File: src/rtl/line_stepper.sv
// Bresenham line stepper: latches endpoints on start and emits one pixel per accepted handshake.
// Define LINE_STEPPER_COUNT_EN to add the pix_count output (accepted-pixel counter).
module line_stepper #(
    parameter int unsigned XW = 10,
    parameter int unsigned YW = 9
) (
    input  logic          clk,
    input  logic          reset,
    input  logic          start,
    input  logic [XW-1:0] x0,
    input  logic [XW-1:0] x1,
    input  logic [YW-1:0] y0,
    input  logic [YW-1:0] y1,
    output logic          busy,
    output logic          out_valid,
    input  logic          out_ready,
    output logic [XW-1:0] x,
    output logic [YW-1:0] y,
    output logic          done
`ifdef LINE_STEPPER_COUNT_EN
    ,
    output logic [XW:0]   pix_count
`endif
);

    // Error term is XW+2 bits for the default geometry; widened if y is the wider axis.
    localparam int unsigned EW = ((XW > YW) ? XW : YW) + 2;

    localparam logic [XW-1:0] XOne = XW'(1);
    localparam logic [YW-1:0] YOne = YW'(1);

    typedef enum logic [1:0] {
        StIdle,
        StSetup,
        StDraw,
        StDone
    } state_e;

    state_e                state_q, state_d;
    logic [XW-1:0]         x_q, x_d;
    logic [YW-1:0]         y_q, y_d;
    logic [XW-1:0]         x1_q, x1_d;
    logic [YW-1:0]         y1_q, y1_d;
    logic [XW-1:0]         dx_q, dx_d;
    logic [YW-1:0]         dy_q, dy_d;
    logic                  sx_neg_q, sx_neg_d;
    logic                  sy_neg_q, sy_neg_d;
    logic signed [EW-1:0]  err_q, err_d;

    logic                  accept;
    logic                  last_pix;
    logic                  step_x;
    logic                  step_y;
    logic signed [EW:0]    e2;
    logic signed [EW:0]    dx_ext;
    logic signed [EW:0]    dy_ext;
    logic signed [EW:0]    err_ext;
    logic signed [EW:0]    err_next;
    logic [XW-1:0]         dx_setup;
    logic [YW-1:0]         dy_setup;

    assign accept   = (state_q == StDraw) && out_ready;
    assign last_pix = (x_q == x1_q) && (y_q == y1_q);

    assign dx_ext  = signed'({{(EW + 1 - XW){1'b0}}, dx_q});
    assign dy_ext  = signed'({{(EW + 1 - YW){1'b0}}, dy_q});
    assign err_ext = signed'({err_q[EW-1], err_q});
    assign e2      = signed'({err_q, 1'b0});
    assign step_x  = e2 > -dy_ext;
    assign step_y  = e2 < dx_ext;

    assign dx_setup = (x1_q < x_q) ? (x_q - x1_q) : (x1_q - x_q);
    assign dy_setup = (y1_q < y_q) ? (y_q - y1_q) : (y1_q - y_q);

    always_comb begin
        state_d  = state_q;
        x_d      = x_q;
        y_d      = y_q;
        x1_d     = x1_q;
        y1_d     = y1_q;
        dx_d     = dx_q;
        dy_d     = dy_q;
        sx_neg_d = sx_neg_q;
        sy_neg_d = sy_neg_q;
        err_d    = err_q;
        err_next = err_ext;

        unique case (state_q)
            StIdle: begin
                if (start) begin
                    state_d = StSetup;
                    x_d     = x0;
                    y_d     = y0;
                    x1_d    = x1;
                    y1_d    = y1;
                end
            end
            StSetup: begin
                state_d  = StDraw;
                dx_d     = dx_setup;
                dy_d     = dy_setup;
                sx_neg_d = x1_q < x_q;
                sy_neg_d = y1_q < y_q;
                err_next = signed'({{(EW + 1 - XW){1'b0}}, dx_setup})
                         - signed'({{(EW + 1 - YW){1'b0}}, dy_setup});
                err_d    = err_next[EW-1:0];
            end
            StDraw: begin
                if (accept) begin
                    if (last_pix) begin
                        state_d = StDone;
                    end else begin
                        // Both axis steps may fire together; each adjusts err independently.
                        if (step_x) begin
                            err_next = err_next - dy_ext;
                            x_d      = sx_neg_q ? (x_q - XOne) : (x_q + XOne);
                        end
                        if (step_y) begin
                            err_next = err_next + dx_ext;
                            y_d      = sy_neg_q ? (y_q - YOne) : (y_q + YOne);
                        end
                        err_d = err_next[EW-1:0];
                    end
                end
            end
            StDone: begin
                state_d = StIdle;
            end
            default: begin
                state_d = StIdle;
            end
        endcase
    end

    always_ff @(posedge clk) begin
        if (reset) begin
            state_q  <= StIdle;
            x_q      <= '0;
            y_q      <= '0;
            x1_q     <= '0;
            y1_q     <= '0;
            dx_q     <= '0;
            dy_q     <= '0;
            sx_neg_q <= 1'b0;
            sy_neg_q <= 1'b0;
            err_q    <= '0;
        end else begin
            state_q  <= state_d;
            x_q      <= x_d;
            y_q      <= y_d;
            x1_q     <= x1_d;
            y1_q     <= y1_d;
            dx_q     <= dx_d;
            dy_q     <= dy_d;
            sx_neg_q <= sx_neg_d;
            sy_neg_q <= sy_neg_d;
            err_q    <= err_d;
        end
    end

`ifdef LINE_STEPPER_COUNT_EN
    logic [XW:0] pix_count_q, pix_count_d;

    always_comb begin
        pix_count_d = pix_count_q;
        if ((state_q == StIdle) && start) begin
            pix_count_d = '0;
        end else if (accept) begin
            pix_count_d = pix_count_q + (XW + 1)'(1);
        end
    end

    always_ff @(posedge clk) begin
        if (reset) begin
            pix_count_q <= '0;
        end else begin
            pix_count_q <= pix_count_d;
        end
    end

    assign pix_count = pix_count_q;
`endif

    assign busy      = (state_q != StIdle);
    assign out_valid = (state_q == StDraw);
    assign done      = (state_q == StDone);
    assign x         = x_q;
    assign y         = y_q;

    // A stalled pixel must not move.
    assert property (@(posedge clk) disable iff (reset)
        (out_valid && !out_ready) |=> ($stable(x_q) && $stable(y_q) && $stable(err_q)));

endmodule
File: config.mk
export PLATFORM = sky130hd
export DESIGN_NAME = line_stepper
export DESIGN_NICKNAME = d
export VERILOG_FILES = /design/src/rtl/line_stepper.sv
export SDC_FILE = /design/constraint.sdc
export NUM_CORES = 1
export LEC_CHECK = 0
export ABC_CLOCK_PERIOD_IN_PS = 4050
export BUFFER_PORTS_ARGS = -buffer_cell sky130_fd_sc_hd__buf_2
export CORE_MARGIN = 4
export CORE_UTILIZATION = 55
export CTS_BUF_LIST = sky130_fd_sc_hd__clkbuf_8
export DETAILED_ROUTE_END_ITERATION = 10
export PLACE_DENSITY = 0.8
export SYNTH_ARGS = -nofsm -noshare
export SYNTH_HDL_FRONTEND = slang
export SYNTH_SLANG_ARGS = --single-unit
export TNS_END_PERCENT = 10
File: constraint.sdc
create_clock -name clk -period 4.05 [get_ports clk]
set_input_delay 0.405 -clock clk [delete_from_list [all_inputs] [get_ports clk]]
set_output_delay 0.405 -clock clk [all_outputs]
set_load 0.02 [all_outputs]
# [Yosys cells after proc, flatten, opt, wreduce, memory -nomap -nowiden]
# Index checks and enable logic that the tools add are counted.
[classes] n_addsub=12 magnitude_cmp=4 n_eq_ne=11 n_mux=26 n_reduce_logical=11
[op_table] op="$mux 12" n=7
[op_table] op="$mux 10" n=6
[op_table] op="$mux 9" n=6
[op_table] op="$pmux 12 s2" n=1
[op_table] op="$pmux 10 s2" n=1
[op_table] op="$sub 10x10->10" n=2
[op_table] op="$pmux 9 s2" n=1
[op_table] op="$sub 9x9->9" n=2
[op_table] op="$gt 13x13->1" n=1
[op_table] op="$lt 13x11->1" n=1
[op_table] op="$neg 9->13" n=1
[op_table] op="$add 12x11->12" n=1
[op_table] op="$sub 12x10->12" n=1
[op_table] op="$sub 10x9->11" n=1
[op_table] op="$add 10x1->10 const B" n=1
[op_table] op="$eq 10x10->1" n=1
[op_table] op="$lt 10x10->1" n=1
[op_table] op="$reduce_and 5->1" n=2
[op_table] op="$sub 10x1->10 const B" n=1
[op_table] op="$add 9x1->9 const B" n=1
[op_table] op="$eq 9x9->1" n=1
[op_table] op="$lt 9x9->1" n=1
[op_table] op="$sub 9x1->9 const B" n=1
[op_table] op="$ne 2x1->1 const B" n=4
[op_table] op="10 further kinds" n=18
[totals] reg_bits=73 input_bits=42 out_inout_bits=22

# [Depth between registers and ports, before layout]
# Gate-level depths: netlist of run 1.
[logic_depth] depth_word=11 depth_mapped=22 depth_no_buf=21

# [Worst setup path before layout of run 1]
# Ideal clock, no wire load.
[synth_path] kind="reg-to-reg" startpoint="register dy_q[2]" endpoint="register err_q[10]" arrival_ps=4321 slack_ps=-357 path_stages_with_launch=20 path_buffers=0 synth_period_minus_slack_ps=4407 path_cell_list="dfxtp_1 -> nor4_1 -> nand4_1 -> xnor2_1 -> ha_1 -> nand3_1 -> nor2_1 -> nand2_1 -> nor3_1 -> nor2_4 -> mux2_2 -> fa_1 -> a21o_1 -> a21oi_1 -> o21ai_0 -> o211a_1 -> o21a_1 -> o21ai_0 -> xnor2_1 -> a211oi_1"
[synth_between] elab_chain_len=11 word_cells_on_any_way=12
[synth_lines] element="start, declared" line_no="45" source="logic [YW-1:0] dy_q, dy_d;"
[synth_lines] element="start signal, assigned" line_no="154" source="dy_q <= dy_d;"
[synth_lines] element="$neg 9->13" line_no="69" source="assign step_x = e2 > -dy_ext;"
[synth_lines] element="$gt 13x13->1" line_no="69"
[synth_lines] element="$mux 12 *" line_no="114" source="if (step_x) begin"
[synth_lines] element="$mux 12 *" line_no="110" source="if (last_pix) begin"
[synth_lines] element="$mux 12 *" line_no="109" source="if (accept) begin"
[synth_lines] element="$mux 12 *" line_no="88" source="unique case (state_q)"
[synth_lines] element="$add 12x11->12" line_no="119" source="err_next = err_next + dx_ext;"
[synth_lines] element="$mux 12 *" line_no="118" source="if (step_y) begin"
[synth_lines] element="$mux 12 *" line_no="110"
[synth_lines] element="$mux 12 *" line_no="109"
[synth_lines] element="$pmux 12 s2 *" line_no="88"
[synth_lines] element="end signal, assigned" line_no="157" source="err_q <= err_d;"
[synth_lines] element="end, declared" line_no="48" source="logic signed [EW-1:0] err_q, err_d;"
# Every way passes the cells marked *; elsewhere a longest branch is shown, timed or not. The select of a mux whose other input is x is not followed.
# A chain may end at the register's enable or synchronous reset.

# [Final worst setup path of run 1]
[layout_path] startpoint="register dy_q[5]" endpoint="register err_q[10]"
# Same word-level chain as after synthesis.

==> report_table.html, run 1 <==
<table>
<tr><th>Metric</th><th>Value</th></tr>
<tr><th colspan="2">Synthesis</th></tr>
<tr><td>Post-synthesis instance area</td><td>roughly 7600 µm²</td></tr>
<tr><td>Syn. warnings</td><td>0</td></tr>
<tr><td>Syn_area_per_cell</td><td>7.85 µm²</td></tr>
<tr><td>Yosys top cell area share</td><td>0.192</td></tr>
<tr><td>Synth area leader</td><td>dfxtp_1</td></tr>
<tr><td>Synth area leaders</td><td>dfxtp_1, ha_1, a21oi_1</td></tr>
<tr><td>Post-synth EDFFs</td><td>0</td></tr>
<tr><td>Number of cells produced by synthesis</td><td>just under 1k</td></tr>
<tr><td>Number of distinct standard cells referenced by the synthesized netlist</td><td>71</td></tr>
<tr><td>FFs w/ async S/R, synth</td><td>0</td></tr>
<tr><td>Share of the yosys chip area belonging to registers</td><td>0.192</td></tr>
<tr><td>#FFs+latches synth</td><td>between 70 and 80</td></tr>
<tr><td>Main synth FF type</td><td>dfxtp_1</td></tr>
<tr><td>Post-synth net total</td><td>around 1.1k</td></tr>
<tr><th colspan="2">Worst setup path</th></tr>
<tr><td>Worst reg2reg path endpoint</td><td>err_q[10]$_SDFFE_PP0P_</td></tr>
<tr><td>Reg2reg path depth</td><td>21</td></tr>
<tr><td>Endpoint arrival time on the critical path</td><td>4.64 ns</td></tr>
<tr><td>Capture point of the worst path</td><td>err_q[10]$_SDFFE_PP0P_</td></tr>
<tr><td>Startpoint type of the worst setup path</td><td>flop</td></tr>
<tr><td>Critical-path maximum fanout</td><td>9</td></tr>
<tr><td>RR Startpoint</td><td>dy_q[5]$_SDFFE_PP0N_</td></tr>
<tr><td>Start point of the critical path</td><td>dy_q[5]$_SDFFE_PP0N_</td></tr>
<tr><td>Critical Setup Path Class</td><td>reg -&gt; reg</td></tr>
<tr><td>Setup slack of the most critical reg-to-reg path</td><td>-0.30 ns</td></tr>
<tr><td>Element type at the critical path end</td><td>flop</td></tr>
<tr><td>Data required time of the worst path</td><td>approximately 4.3 ns</td></tr>
<tr><th colspan="2">Timing</th></tr>
<tr><td>Worst rel slew slack</td><td>0.446</td></tr>
<tr><td>Fin Clk Skew</td><td>roughly 0.015 ns</td></tr>
<tr><td>Unrepaired setup endpoints after global routing</td><td>true</td></tr>
<tr><td>Time the worst path needs with I/O delays and setup</td><td>around 4.4 ns</td></tr>
<tr><td>Maximum clock frequency</td><td>around 0.23 GHz</td></tr>
<tr><td>Final-report setup violation count</td><td>9</td></tr>
<tr><td>Share of the cycle needed by the critical path after routing</td><td>1.07</td></tr>
<tr><td>Total count of hold-check failures in the final report</td><td>0</td></tr>
<tr><td>Final hold slack</td><td>between 0.2 and 0.3 ns</td></tr>
<tr><td>TNS Setup</td><td>-1.80 ns</td></tr>
<tr><td>Final Slew Violations</td><td>0</td></tr>
<tr><td>Measured slew at the worst slew-check pin</td><td>0.831 ns</td></tr>
<tr><td>Min setup slack post-route</td><td>-0.302 ns</td></tr>
<tr><th colspan="2">Detailed routing</th></tr>
<tr><td>Detailed-route wire length per cell</td><td>between 15 and 20 µm</td></tr>
<tr><td>Overall via count from detail_route</td><td>approximately 7.8k</td></tr>
<tr><td>Drt drc</td><td>0</td></tr>
<tr><td>DRC violation total after the first TritonRoute iteration</td><td>around 520</td></tr>
<tr><td>Total length of routed wires</td><td>between 20000 and 25000 µm</td></tr>
<tr><td>Post-detailed-route via-to-cell ratio</td><td>just under 6</td></tr>
<tr><td>Number of iterations in the first detailed-routing pass</td><td>5</td></tr>
<tr><td>Number of nets still failing antenna checks after routing</td><td>0</td></tr>
<tr><th colspan="2">Placement</th></tr>
<tr><td>Number of buffer cells added on primary ports</td><td>63</td></tr>
<tr><td>RePlAce Congestion</td><td>0.959</td></tr>
<tr><td>Placed insts</td><td>1287</td></tr>
<tr><td>Post-DP HPWL</td><td>about 17000 µm</td></tr>
<tr><th colspan="2">Clock tree</th></tr>
<tr><td>Worst-case clock buffer depth</td><td>2</td></tr>
<tr><td>Number of clock sinks</td><td>73</td></tr>
<tr><td>Buffer cell driving the clock tree root</td><td>clkbuf_8</td></tr>
<tr><td>Number of buffers inserted during clock tree synthesis</td><td>9</td></tr>
<tr><td># H-tree levels</td><td>3</td></tr>
<tr><td>TritonCTS clock tree</td><td>done</td></tr>
<tr><td>Total of hold buffers inserted after clock tree synthesis</td><td>0</td></tr>
<tr><td>CTS clk-pin slew, worst paths</td><td>0.09 ns</td></tr>
<tr><td>Clock network latency to the later pin of the worst-skew pair</td><td>between 0.3 and 0.4 ns</td></tr>
<tr><th colspan="2">Floorplanning</th></tr>
<tr><td>Die Span X</td><td>approximately 130 µm</td></tr>
<tr><td>I/O pin total</td><td>between 60 and 70</td></tr>
<tr><td>Area of the core</td><td>13400 µm²</td></tr>
<tr><td>Number of standard-cell rows in the floorplan</td><td>between 40 and 50</td></tr>
<tr><td>Die Area</td><td>approximately 16000 µm²</td></tr>
<tr><td>Initial core utilization</td><td>0.568</td></tr>
<tr><td>Die height</td><td>between 100 and 150 µm</td></tr>
<tr><th colspan="2">Cells and area</th></tr>
<tr><td>Layout Nets</td><td>about 1.3k</td></tr>
<tr><td>Non-filler instance count after layout</td><td>roughly 1.3k</td></tr>
<tr><td>Number of fill cells in the layout</td><td>1110</td></tr>
<tr><td>Fraction of final layout cells with drive strength greater than 1</td><td>0.232</td></tr>
<tr><td>Diodes inserted</td><td>0</td></tr>
<tr><td>Storage element area</td><td>approximately 1500 µm²</td></tr>
<tr><td>End-of-flow core utilization</td><td>0.692</td></tr>
<tr><td>Multi-input logic area</td><td>between 5000 and 6000 µm²</td></tr>
<tr><td>Layout overhead on the synthesized area</td><td>21.9%</td></tr>
<tr><th colspan="2">Global route</th></tr>
<tr><td>Number of antenna violations at the first check in global routing</td><td>0</td></tr>
<tr><td>Maximum number of pins on one net before global-route repair</td><td>66</td></tr>
<tr><td>Via count of the first global-routing pass</td><td>approximately 7.5k</td></tr>
<tr><td>Global-route congestion overflow total</td><td>0</td></tr>
<tr><td>Total routing usage reported by global routing</td><td>0.271</td></tr>
<tr><td>Global-route wire length before repair</td><td>~36000 µm</td></tr>
<tr><th colspan="2">Run status</th></tr>
<tr><td>Violated checks</td><td>negative setup slack</td></tr>
<tr><td>Result of the run</td><td>finished with violations</td></tr>
<tr><th colspan="2">Worst hold path</th></tr>
<tr><td>Class of the most critical hold timing path</td><td>in -&gt; reg</td></tr>
<tr><th colspan="2">Flow run</th></tr>
<tr><td>Number of maximum-capacitance violations</td><td>0</td></tr>
</table>
[layer usage]
metal,up-vias,share of wire,track usage
met5,-,0,0
met4,0,0.031,0.105
met3,53,0.075,0.0398
met2,316,0.46,0.459
met1,3623,0.43,0.349
li1,3810,-,-
[flip-flops by register name, summed over array words and instances, names as in the netlist]
name	flops
y	9
x	10
y1_q	9
sx_neg_q	1
dy_q	9
sy_neg_q	1
state_q	2
err_q	12
x1_q	10
dx_q	10
[worst min-delay path by stage]
stage / startpoint / endpoint / slack, ns / depth (start not counted)
after floorplan: x1_q[9]$_SDFFE_PP0P_ / x1_q[9]$_SDFFE_PP0P_ / 0.44 / 2
after detailed placement: x1_q[9]$_SDFFE_PP0P_ / x1_q[9]$_SDFFE_PP0P_ / 0.46 / 2
after global placement: x1_q[9]$_SDFFE_PP0P_ / x1_q[9]$_SDFFE_PP0P_ / 0.45 / 2
after CTS: x1[5] / x1_q[5]$_SDFFE_PP0P_ / 0.25 / 3
after global routing: y1[5] / y1_q[5]$_SDFFE_PP0P_ / 0.27 / 3
final: y1[6] / y1_q[6]$_SDFFE_PP0P_ / 0.26 / 3
[worst max-delay path, stage by stage, from the launching register on]
cell and delay, ns:
dfxtp_2 0.34, nor4_4 0.35, buf_4 0.17, nand2_1 0.06, xnor2_1 0.14, ha_1 0.29
a21oi_1 0.15, nor2_1 0.06, o41ai_2 0.36, a31o_2 0.25, nor2_4 0.04, buf_12 0.15
mux2_4 0.32, fa_2 0.36, a21o_1 0.17, a21oi_2 0.17, o21ai_2 0.09, o211a_1 0.22
o21a_1 0.18, o21ai_2 0.13, xnor2_1 0.08, a211oi_1 0.18
[stage by stage]
step	area [µm²]	setup WS, ns
after floorplan	7640	-0.00236
after global placement	8870	-0.216
after detailed placement	8870	-0.438
after CTS	9210	-0.226
after global routing	9280	-0.521
final	9280	-0.302
[cells in the final DEF (no fill, tap or decap), types with 12 or more instances in the layout]
cell type  count
a211oi_1      35
a21o_1        19
a21oi_1       84
buf_2         63
buf_4        123
dfxtp_1       71
ha_1         104
inv_1         91
mux2i_1       31
nand2_1       81
nor2_1        66
nor2b_1       18
nor3_1        26
o21a_1        12
o21ai_0       44
xnor2_1       37
[cell usage after synthesis (6+ instances only)]
library cell / n
ha_1: 107
inv_1: 91
a21oi_1: 87
nand2_1: 82
dfxtp_1: 73
nor2_1: 68
o21ai_0: 53
a211oi_1: 37
xnor2_1: 37
mux2i_1: 34
nor3_1: 27
clkbuf_1: 20
a21o_1: 19
nor2b_1: 18
nand3_1: 12
o21a_1: 12
xor2_1: 11
nand2b_1: 10
nand4_1: 10
fa_1: 9
o211ai_1: 9
a31o_2: 8
a31oi_1: 8
mux2_2: 7
nor4_1: 7
or3_1: 7
and2_1: 6
and3_1: 6
buf_1: 6
o211a_1: 6
o31a_1: 6
[final cells by class]
cell class / instances / share of cell area
well taps: 176 / 0.0237
repair buffers: 187 / 0.136
inverters: 92 / 0.0372
multi-input cells: 767 / 0.621
flip-flops and latches: 73 / 0.158
clock inverters: 5 / 0.00836
clock buffers: 11 / 0.0163
[logic make-up (layout without fill, tap and decap cells)]
logic type	after synthesis	after routing	synth area share
xor gates and xnor gates	48	48	0.0553
DFF	73	73	0.192
AOI/OAI and AO/OA	287	287	0.250
and+or+nand+nor	274	274	0.175
muxes	42	42	0.0581
adders and majority gates	116	116	0.200
buffers and inverters	129	295	0.0699
[what timing repair did]
item	4_1_cts	5_1_grt
buffers inserted	5	3
pin swaps	18	18
endpoints found under the setup margin	9	13
resized for setup	17	15
Power of run 1 is not shown: default switching activity piles up to over one toggle a cycle in this logic, so the estimate is an artifact.
==> run 2: changes to the inputs <==
CELL_PAD_IN_SITES_DETAIL_PLACEMENT = 0   (was unset)
CELL_PAD_IN_SITES_GLOBAL_PLACEMENT = 2   (was unset)
CORE_UTILIZATION = 34   (was 55)
PLACE_DENSITY = 0.83   (was 0.8)
==> report_table.html, run 2 (synthesis results as in run 1) <==
<table>
<tr><th>Metric</th><th>Value</th></tr>
<tr><th colspan="2">Global route</th></tr>
<tr><td>Total routing usage reported by global routing</td><td>0.192 (was 0.271)</td></tr>
<tr><td>Maximum number of pins on one net before global-route repair</td><td>66 (unchanged)</td></tr>
<tr><td>Global-route congestion overflow total</td><td>0 (unchanged)</td></tr>
<tr><td>Via count of the first global-routing pass</td><td>7415 (was 7528)</td></tr>
<tr><td>Global-route wire length before repair</td><td>38300 µm (was 35800 µm)</td></tr>
<tr><td>Number of antenna violations at the first check in global routing</td><td>0 (unchanged)</td></tr>
<tr><th colspan="2">Floorplanning</th></tr>
<tr><td>Die Area</td><td>24800 µm² (was 15800 µm²)</td></tr>
<tr><td>Die height</td><td>158 µm (was 126 µm)</td></tr>
<tr><td>Initial core utilization</td><td>0.348 (was 0.568)</td></tr>
<tr><td>I/O pin total</td><td>64 (unchanged)</td></tr>
<tr><td>Number of standard-cell rows in the floorplan</td><td>54 (was 42)</td></tr>
<tr><td>Area of the core</td><td>21900 µm² (was 13400 µm²)</td></tr>
<tr><td>Die Span X</td><td>158 µm (was 126 µm)</td></tr>
<tr><th colspan="2">Timing</th></tr>
<tr><td>Unrepaired setup endpoints after global routing</td><td>true (unchanged)</td></tr>
<tr><td>Total count of hold-check failures in the final report</td><td>0 (unchanged)</td></tr>
<tr><td>Measured slew at the worst slew-check pin</td><td>0.849 ns (was 0.831 ns)</td></tr>
<tr><td>Maximum clock frequency</td><td>0.231 GHz (was 0.230 GHz)</td></tr>
<tr><td>Share of the cycle needed by the critical path after routing</td><td>1.07 (about the same)</td></tr>
<tr><td>Final-report setup violation count</td><td>8 (was 9)</td></tr>
<tr><td>Min setup slack post-route</td><td>-0.275 ns (was -0.302 ns)</td></tr>
<tr><td>Final Slew Violations</td><td>0 (unchanged)</td></tr>
<tr><td>Time the worst path needs with I/O delays and setup</td><td>4.32 ns (was 4.35 ns)</td></tr>
<tr><td>Fin Clk Skew</td><td>0.0139 ns (was 0.0148 ns)</td></tr>
<tr><td>Worst rel slew slack</td><td>0.434 (was 0.446)</td></tr>
<tr><th colspan="2">Worst setup path</th></tr>
<tr><td>Startpoint type of the worst setup path</td><td>flop (unchanged)</td></tr>
<tr><td>Data required time of the worst path</td><td>4.34 ns (about the same)</td></tr>
<tr><td>Critical Setup Path Class</td><td>reg -&gt; reg (unchanged)</td></tr>
<tr><td>Critical-path maximum fanout</td><td>5 (was 9)</td></tr>
<tr><td>Endpoint arrival time on the critical path</td><td>4.62 ns (was 4.64 ns)</td></tr>
<tr><td>Element type at the critical path end</td><td>flop (unchanged)</td></tr>
<tr><th colspan="2">Cells and area</th></tr>
<tr><td>Fraction of final layout cells with drive strength greater than 1</td><td>0.266 (was 0.232)</td></tr>
<tr><td>Diodes inserted</td><td>0 (unchanged)</td></tr>
<tr><td>Leading cell type in the layout, fill and taps excluded</td><td>buf_4 (unchanged)</td></tr>
<tr><td>Layout Nets</td><td>1329 (was 1288)</td></tr>
<tr><td>Largest register FFs</td><td>12 (unchanged)</td></tr>
<tr><td>Layout overhead on the synthesized area</td><td>28.1% (was 21.9%)</td></tr>
<tr><td>Most used cells in the layout excluding fill and tap cells</td><td>buf_4, ha_1, inv_1 (unchanged)</td></tr>
<tr><td>Largest register by flop count</td><td>err_q (unchanged)</td></tr>
<tr><td>End-of-flow core utilization</td><td>0.445 (was 0.692)</td></tr>
<tr><td>Number of fill cells in the layout</td><td>2292 (was 1110)</td></tr>
<tr><th colspan="2">Clock tree</th></tr>
<tr><td>Total of hold buffers inserted after clock tree synthesis</td><td>0 (unchanged)</td></tr>
<tr><td>Number of clock sinks</td><td>73 (unchanged)</td></tr>
<tr><td>Worst-case clock buffer depth</td><td>2 (unchanged)</td></tr>
<tr><td>CTS clk-pin slew, worst paths</td><td>0.09 ns (about the same)</td></tr>
<tr><td># H-tree levels</td><td>3 (unchanged)</td></tr>
<tr><td>TritonCTS clock tree</td><td>done (unchanged)</td></tr>
<tr><td>Buffer cell driving the clock tree root</td><td>clkbuf_8 (unchanged)</td></tr>
<tr><td>Clock network latency to the later pin of the worst-skew pair</td><td>0.37 ns (about the same)</td></tr>
<tr><td>Number of buffers inserted during clock tree synthesis</td><td>9 (unchanged)</td></tr>
<tr><th colspan="2">Run status</th></tr>
<tr><td>Violated checks</td><td>negative setup slack (unchanged)</td></tr>
<tr><td>Result of the run</td><td>finished with violations (unchanged)</td></tr>
<tr><th colspan="2">Placement</th></tr>
<tr><td>Number of buffer cells added on primary ports</td><td>63 (unchanged)</td></tr>
<tr><td>RePlAce Congestion</td><td>0.916 (was 0.959)</td></tr>
<tr><td>Worst setup timing slack at the placement stage</td><td>-0.434 ns (was -0.438 ns)</td></tr>
<tr><td>Post-DP HPWL</td><td>19100 µm (was 17100 µm)</td></tr>
<tr><th colspan="2">Detailed routing</th></tr>
<tr><td>Overall via count from detail_route</td><td>7488 (was 7802)</td></tr>
<tr><td>DRC violation total after the first TritonRoute iteration</td><td>348 (was 521)</td></tr>
<tr><td>Drt drc</td><td>0 (unchanged)</td></tr>
<tr><td>Number of iterations in the first detailed-routing pass</td><td>4 (was 5)</td></tr>
<tr><td>Total length of routed wires</td><td>23500 µm (was 21800 µm)</td></tr>
<tr><td>Post-detailed-route via-to-cell ratio</td><td>5.14 (was 5.95)</td></tr>
<tr><td>Number of nets still failing antenna checks after routing</td><td>0 (unchanged)</td></tr>
<tr><td>Detailed-route wire length per cell</td><td>16.1 µm (was 16.6 µm)</td></tr>
<tr><th colspan="2">Flow run</th></tr>
<tr><td>Number of maximum-capacitance violations</td><td>0 (unchanged)</td></tr>
<tr><th colspan="2">Worst hold path</th></tr>
<tr><td>Class of the most critical hold timing path</td><td>in -&gt; reg (unchanged)</td></tr>
</table>
run 2: changes by cell type in the layout (fill, tap and decap cells not counted), moves of 2 or more:
cell	previous run	this run
ha_1	104	102
nor2_1	66	64
nand3_2	2	4
nor2_2	2	4
xnor2_2	0	2
nand3_1	10	8
nor4_2	3	1
o21ai_0	44	47
o21ai_1	6	2
clkbuf_8	11	9
nor3_1	26	24
inv_6	0	3
xnor2_1	37	35
buf_4	123	164
run 2: area by class of cell:
| type | count | area [µm²] | share of cell area |
|---|---|---|---|
| multi-input cells | 768 | 5840 | 0.599 |
| repair buffers | 227 | 1550 | 0.159 |
| flip-flops and latches | 73 | 1460 | 0.150 |
| well taps | 280 | 350 | 0.0359 |
| inverters | 92 | 345 | 0.0354 |
| clock buffers | 9 | 124 | 0.0127 |
| clock inverters | 7 | 77.6 | 0.00796 |
run 2: routing by layer:
metal / GRT usage / wire length, µm / vias to the layer above
li1: - / - / 3882
met1: 0.269 / 11500 / 3429
met2: 0.312 / 10500 / 154
met3: 0.0265 / 961 / 23
met4: 0.0492 / 456 / 0
met5: 0 / 0 / -
run 2: worst max-delay path, stage by stage (launching register included):
cell,delay (ns)
dfxtp_2,0.34
nor4_4,0.33
nand3_2,0.18
nor4_4,0.23
ha_1,0.29
nand3_2,0.11
nor2_2,0.04
o41ai_2,0.33
a31o_2,0.30
nor2_4,0.09
mux2_4,0.35
fa_2,0.37
a21o_1,0.17
a21oi_2,0.17
o21ai_2,0.10
o211a_1,0.21
o21a_1,0.19
o21ai_2,0.16
xnor2_2,0.09
a211oi_2,0.22
run 2: metrics by stage:
step                      setup TNS (ns)  cell area [µm²]  hold slack [ns]  std cells
final                              -1.36             9750            0.265       1456
after global routing               -4.11             9750            0.254       1456
after CTS                          -1.54             9670            0.243       1455
after detailed placement           -2.10             9300            0.453       1432
after global placement             -1.32             9300            0.451       1432
after floorplan                 -0.00236             7640            0.440        969
run 2: timing repair:
item | CTS | global route
resized for setup | 23 | 19
setup endpoints to repair | 9 | 12
setup buffers | 6 | 1
pin swaps | 25 | 22
cloned | 1 | 0
run 2: worst paths after layout:
check / startpoint / to / slack (ns) / cells after the start
max: dy_q[5]$_SDFFE_PP0N_ / err_q[10]$_SDFFE_PP0P_ / -0.27 / 19
min: y1[5] / y1_q[5]$_SDFFE_PP0P_ / 0.26 / 3
max reg2reg: dy_q[5]$_SDFFE_PP0N_ / err_q[10]$_SDFFE_PP0P_ / -0.27 / 19
min reg2reg: y1_q[8]$_SDFFE_PP0P_ / y1_q[8]$_SDFFE_PP0P_ / 0.47 / 2
Power of run 2 is left out for the same reason.
==> run 3: changes to the inputs <==
--- a/constraint.sdc
+++ b/constraint.sdc
@@ -3,2 +3,2 @@
 set_output_delay 0.405 -clock clk [all_outputs]
-set_load 0.02 [all_outputs]
+set_load 0.1 [all_outputs]
==> report_table.html, run 3 (synthesis results as in run 1) <==
<table>
<tr><th>Metric</th><th>Value</th></tr>
<tr><th colspan="2">Run status</th></tr>
<tr><td>Result of the run</td><td>finished with violations (unchanged)</td></tr>
<tr><td>Violated checks</td><td>negative setup slack (unchanged)</td></tr>
<tr><th colspan="2">Placement</th></tr>
<tr><td>Number of buffer cells added on primary ports</td><td>63 (unchanged)</td></tr>
<tr><td>RePlAce Congestion</td><td>0.899 (was 0.916)</td></tr>
<tr><td>Worst setup timing slack at the placement stage</td><td>-0.320 ns (was -0.434 ns)</td></tr>
<tr><td>Post-DP HPWL</td><td>19200 µm (was 19100 µm)</td></tr>
<tr><th colspan="2">Floorplanning</th></tr>
<tr><td>Number of standard-cell rows in the floorplan</td><td>54 (unchanged)</td></tr>
<tr><td>Die Span X</td><td>158 µm (unchanged)</td></tr>
<tr><td>Area of the core</td><td>21900 µm² (unchanged)</td></tr>
<tr><td>Initial core utilization</td><td>0.348 (unchanged)</td></tr>
<tr><td>Die height</td><td>158 µm (unchanged)</td></tr>
<tr><td>Die Area</td><td>24800 µm² (unchanged)</td></tr>
<tr><td>I/O pin total</td><td>64 (unchanged)</td></tr>
<tr><th colspan="2">Timing</th></tr>
<tr><td>Final-report setup violation count</td><td>8 (unchanged)</td></tr>
<tr><td>Min setup slack post-route</td><td>-0.209 ns (was -0.275 ns)</td></tr>
<tr><td>Maximum clock frequency</td><td>0.235 GHz (was 0.231 GHz)</td></tr>
<tr><td>Share of the cycle needed by the critical path after routing</td><td>1.05 (was 1.07)</td></tr>
<tr><td>Unrepaired setup endpoints after global routing</td><td>true (unchanged)</td></tr>
<tr><td>Measured slew at the worst slew-check pin</td><td>0.754 ns (was 0.849 ns)</td></tr>
<tr><td>Worst rel slew slack</td><td>0.496 (was 0.434)</td></tr>
<tr><td>Final Slew Violations</td><td>0 (unchanged)</td></tr>
<tr><td>Time the worst path needs with I/O delays and setup</td><td>4.26 ns (was 4.32 ns)</td></tr>
<tr><td>Fin Clk Skew</td><td>0.0117 ns (was 0.0139 ns)</td></tr>
<tr><td>Total count of hold-check failures in the final report</td><td>0 (unchanged)</td></tr>
<tr><th colspan="2">Worst hold path</th></tr>
<tr><td>Class of the most critical hold timing path</td><td>in -&gt; reg (unchanged)</td></tr>
<tr><td>Hold Crit Endpoint</td><td>y1_q[7]$_SDFFE_PP0P_ (was y1_q[5]$_SDFFE_PP0P_)</td></tr>
<tr><td>Launch instance of the worst min-delay path</td><td>y1[7] (was y1[5])</td></tr>
<tr><td>Hold Path Depth</td><td>3 (unchanged)</td></tr>
<tr><th colspan="2">Flow run</th></tr>
<tr><td>Number of maximum-capacitance violations</td><td>0 (unchanged)</td></tr>
<tr><th colspan="2">Detailed routing</th></tr>
<tr><td>Drt drc</td><td>0 (unchanged)</td></tr>
<tr><td>Number of nets still failing antenna checks after routing</td><td>0 (unchanged)</td></tr>
<tr><td>Highest routed layer</td><td>met4 (unchanged)</td></tr>
<tr><td>Routed metal-1 wire length</td><td>11700 µm (was 11500 µm)</td></tr>
<tr><td>Number of iterations in the first detailed-routing pass</td><td>5 (was 4)</td></tr>
<tr><td>Overall via count from detail_route</td><td>7545 (was 7488)</td></tr>
<tr><td>DRC violation total after the first TritonRoute iteration</td><td>243 (was 348)</td></tr>
<tr><td>Post-detailed-route via-to-cell ratio</td><td>5.18 (was 5.14)</td></tr>
<tr><td>Met2 layer wire length in the routed design</td><td>10600 µm (was 10500 µm)</td></tr>
<tr><td>Routed met3 length</td><td>910 µm (was 961 µm)</td></tr>
<tr><td>Detailed-route wire length per cell</td><td>16.4 µm (was 16.1 µm)</td></tr>
<tr><td>Total length of routed wires</td><td>23800 µm (was 23500 µm)</td></tr>
<tr><th colspan="2">Clock tree</th></tr>
<tr><td>Number of clock sinks</td><td>73 (unchanged)</td></tr>
<tr><td>Worst-case clock buffer depth</td><td>2 (unchanged)</td></tr>
<tr><td>TritonCTS clock tree</td><td>done (unchanged)</td></tr>
<tr><td>Number of buffers inserted during clock tree synthesis</td><td>9 (unchanged)</td></tr>
<tr><td># H-tree levels</td><td>3 (unchanged)</td></tr>
<tr><td>Total of hold buffers inserted after clock tree synthesis</td><td>0 (unchanged)</td></tr>
<tr><td>Clock network latency to the later pin of the worst-skew pair</td><td>0.36 ns (was 0.37 ns)</td></tr>
<tr><td>CTS clk-pin slew, worst paths</td><td>0.08 ns (was 0.09 ns)</td></tr>
<tr><td>Buffer cell driving the clock tree root</td><td>clkbuf_8 (unchanged)</td></tr>
<tr><th colspan="2">Worst setup path</th></tr>
<tr><td>Startpoint type of the worst setup path</td><td>flop (unchanged)</td></tr>
<tr><td>Endpoint arrival time on the critical path</td><td>4.50 ns (was 4.62 ns)</td></tr>
<tr><td>Setup slack of the most critical reg-to-reg path</td><td>-0.21 ns (was -0.27 ns)</td></tr>
<tr><td>Critical-path maximum fanout</td><td>5 (unchanged)</td></tr>
<tr><td>Element type at the critical path end</td><td>flop (unchanged)</td></tr>
<tr><td>Data required time of the worst path</td><td>4.30 ns (was 4.34 ns)</td></tr>
<tr><td>Reg2reg path depth</td><td>19 (unchanged)</td></tr>
<tr><td>Critical Setup Path Class</td><td>reg -&gt; reg (unchanged)</td></tr>
<tr><td>Worst reg2reg path endpoint</td><td>err_q[6]$_SDFFE_PP0P_ (was err_q[10]$_SDFFE_PP0P_)</td></tr>
<tr><td>RR Startpoint</td><td>dy_q[5]$_SDFFE_PP0N_ (unchanged)</td></tr>
<tr><th colspan="2">Cells and area</th></tr>
<tr><td>Leading cell type in the layout, fill and taps excluded</td><td>buf_4 (unchanged)</td></tr>
<tr><td>Largest register FFs</td><td>12 (unchanged)</td></tr>
<tr><td>Diodes inserted</td><td>0 (unchanged)</td></tr>
<tr><td>Largest register by flop count</td><td>err_q (unchanged)</td></tr>
<tr><td>Most used cells in the layout excluding fill and tap cells</td><td>buf_4, ha_1, inv_1 (unchanged)</td></tr>
<tr><td>Number of fill cells in the layout</td><td>2313 (was 2292)</td></tr>
<tr><td>Multi-input logic area</td><td>5910 µm² (was 5840 µm²)</td></tr>
<tr><td>Layout overhead on the synthesized area</td><td>29.8% (was 28.1%)</td></tr>
<tr><td>Fraction of final layout cells with drive strength greater than 1</td><td>0.283 (was 0.266)</td></tr>
<tr><td>Layout Nets</td><td>1329 (unchanged)</td></tr>
<tr><td>Storage element area</td><td>1510 µm² (was 1460 µm²)</td></tr>
<tr><th colspan="2">Global route</th></tr>
<tr><td>Total routing usage reported by global routing</td><td>0.194 (was 0.192)</td></tr>
<tr><td>Via count of the first global-routing pass</td><td>7514 (was 7415)</td></tr>
<tr><td>Maximum number of pins on one net before global-route repair</td><td>41 (was 66)</td></tr>
<tr><td>Global-route wire length before repair</td><td>38600 µm (was 38300 µm)</td></tr>
<tr><td>Global-route congestion overflow total</td><td>0 (unchanged)</td></tr>
<tr><td>Number of antenna violations at the first check in global routing</td><td>0 (unchanged)</td></tr>
</table>
run 3: what timing repair did:
item | CTS | global route
cloned | 1 | 0
pin swaps | 17 | 29
gates resized for setup | 25 | 32
buffers inserted | 3 | 8
setup endpoints to repair | 7 | 11
run 3: metrics by stage:
| step | hold slack (ns) | util | instances | setup TNS [ns] | instance area (µm²) |
|---|---|---|---|---|---|
| floorplan | 0.440 | - | 969 | -0.00475 | 7690 |
| global placement | 0.448 | 0.425 | 1428 | -1.21 | 9310 |
| detailed placement | 0.455 | 0.425 | 1428 | -1.38 | 9310 |
| CTS | 0.242 | 0.441 | 1448 | -0.860 | 9660 |
| global route | 0.250 | 0.451 | 1456 | -3.17 | 9870 |
| finish | 0.270 | 0.451 | 1456 | -1.17 | 9870 |
run 3: worst max-delay path by stage:
stage | from | to | slack [ns] | depth (start not counted)
6_report | dy_q[5]$_SDFFE_PP0N_ | err_q[6]$_SDFFE_PP0P_ | -0.21 | 19
5_1_grt | dy_q[5]$_SDFFE_PP0N_ | err_q[10]$_SDFFE_PP0P_ | -0.45 | 20
4_1_cts | dy_q[2]$_SDFFE_PP0N_ | err_q[10]$_SDFFE_PP0P_ | -0.23 | 20
3_5_place_dp | dy_q[5]$_SDFFE_PP0N_ | err_q[11]$_SDFFE_PP0P_ | -0.32 | 17
3_3_place_gp | dy_q[5]$_SDFFE_PP0N_ | err_q[11]$_SDFFE_PP0P_ | -0.26 | 18
2_1_floorplan | y[8]$_SDFFE_PP0P_ | err_q[10]$_SDFFE_PP0P_ | -0.005 | 16
run 3: critical path: stages, from the launching register on:
cell and delay (ns):
dfxtp_2 0.33, nor4_4 0.33, nand4_1 0.18, xnor2_1 0.16, ha_1 0.33, nand3_2 0.11
nor2_4 0.15, a31oi_2 0.12, a31o_4 0.28, nor2_4 0.24, mux2_4 0.37, fa_2 0.35
a21o_1 0.17, a21oi_2 0.18, o21ai_2 0.08, nor2_1 0.11, xor2_1 0.15, nand2_1 0.07
o211a_1 0.14, o31a_1 0.29
run 3: final cells by class:
class / instances / share of cell area
multi-input cells: 768 / 0.599
repair buffers: 227 / 0.157
clock buffers: 9 / 0.0125
inverters: 92 / 0.0350
well taps: 280 / 0.0355
flip-flops and latches: 73 / 0.153
clock inverters: 7 / 0.00874
run 3: per-layer routing:
| layer | GRT usage | up-vias |
|---|---|---|
| met5 | 0 | - |
| met3 | 0.0265 | 33 |
| li1 | - | 3885 |
| met4 | 0.0615 | 0 |
| met2 | 0.305 | 157 |
| met1 | 0.275 | 3470 |
Power of run 3 is left out for the same reason.
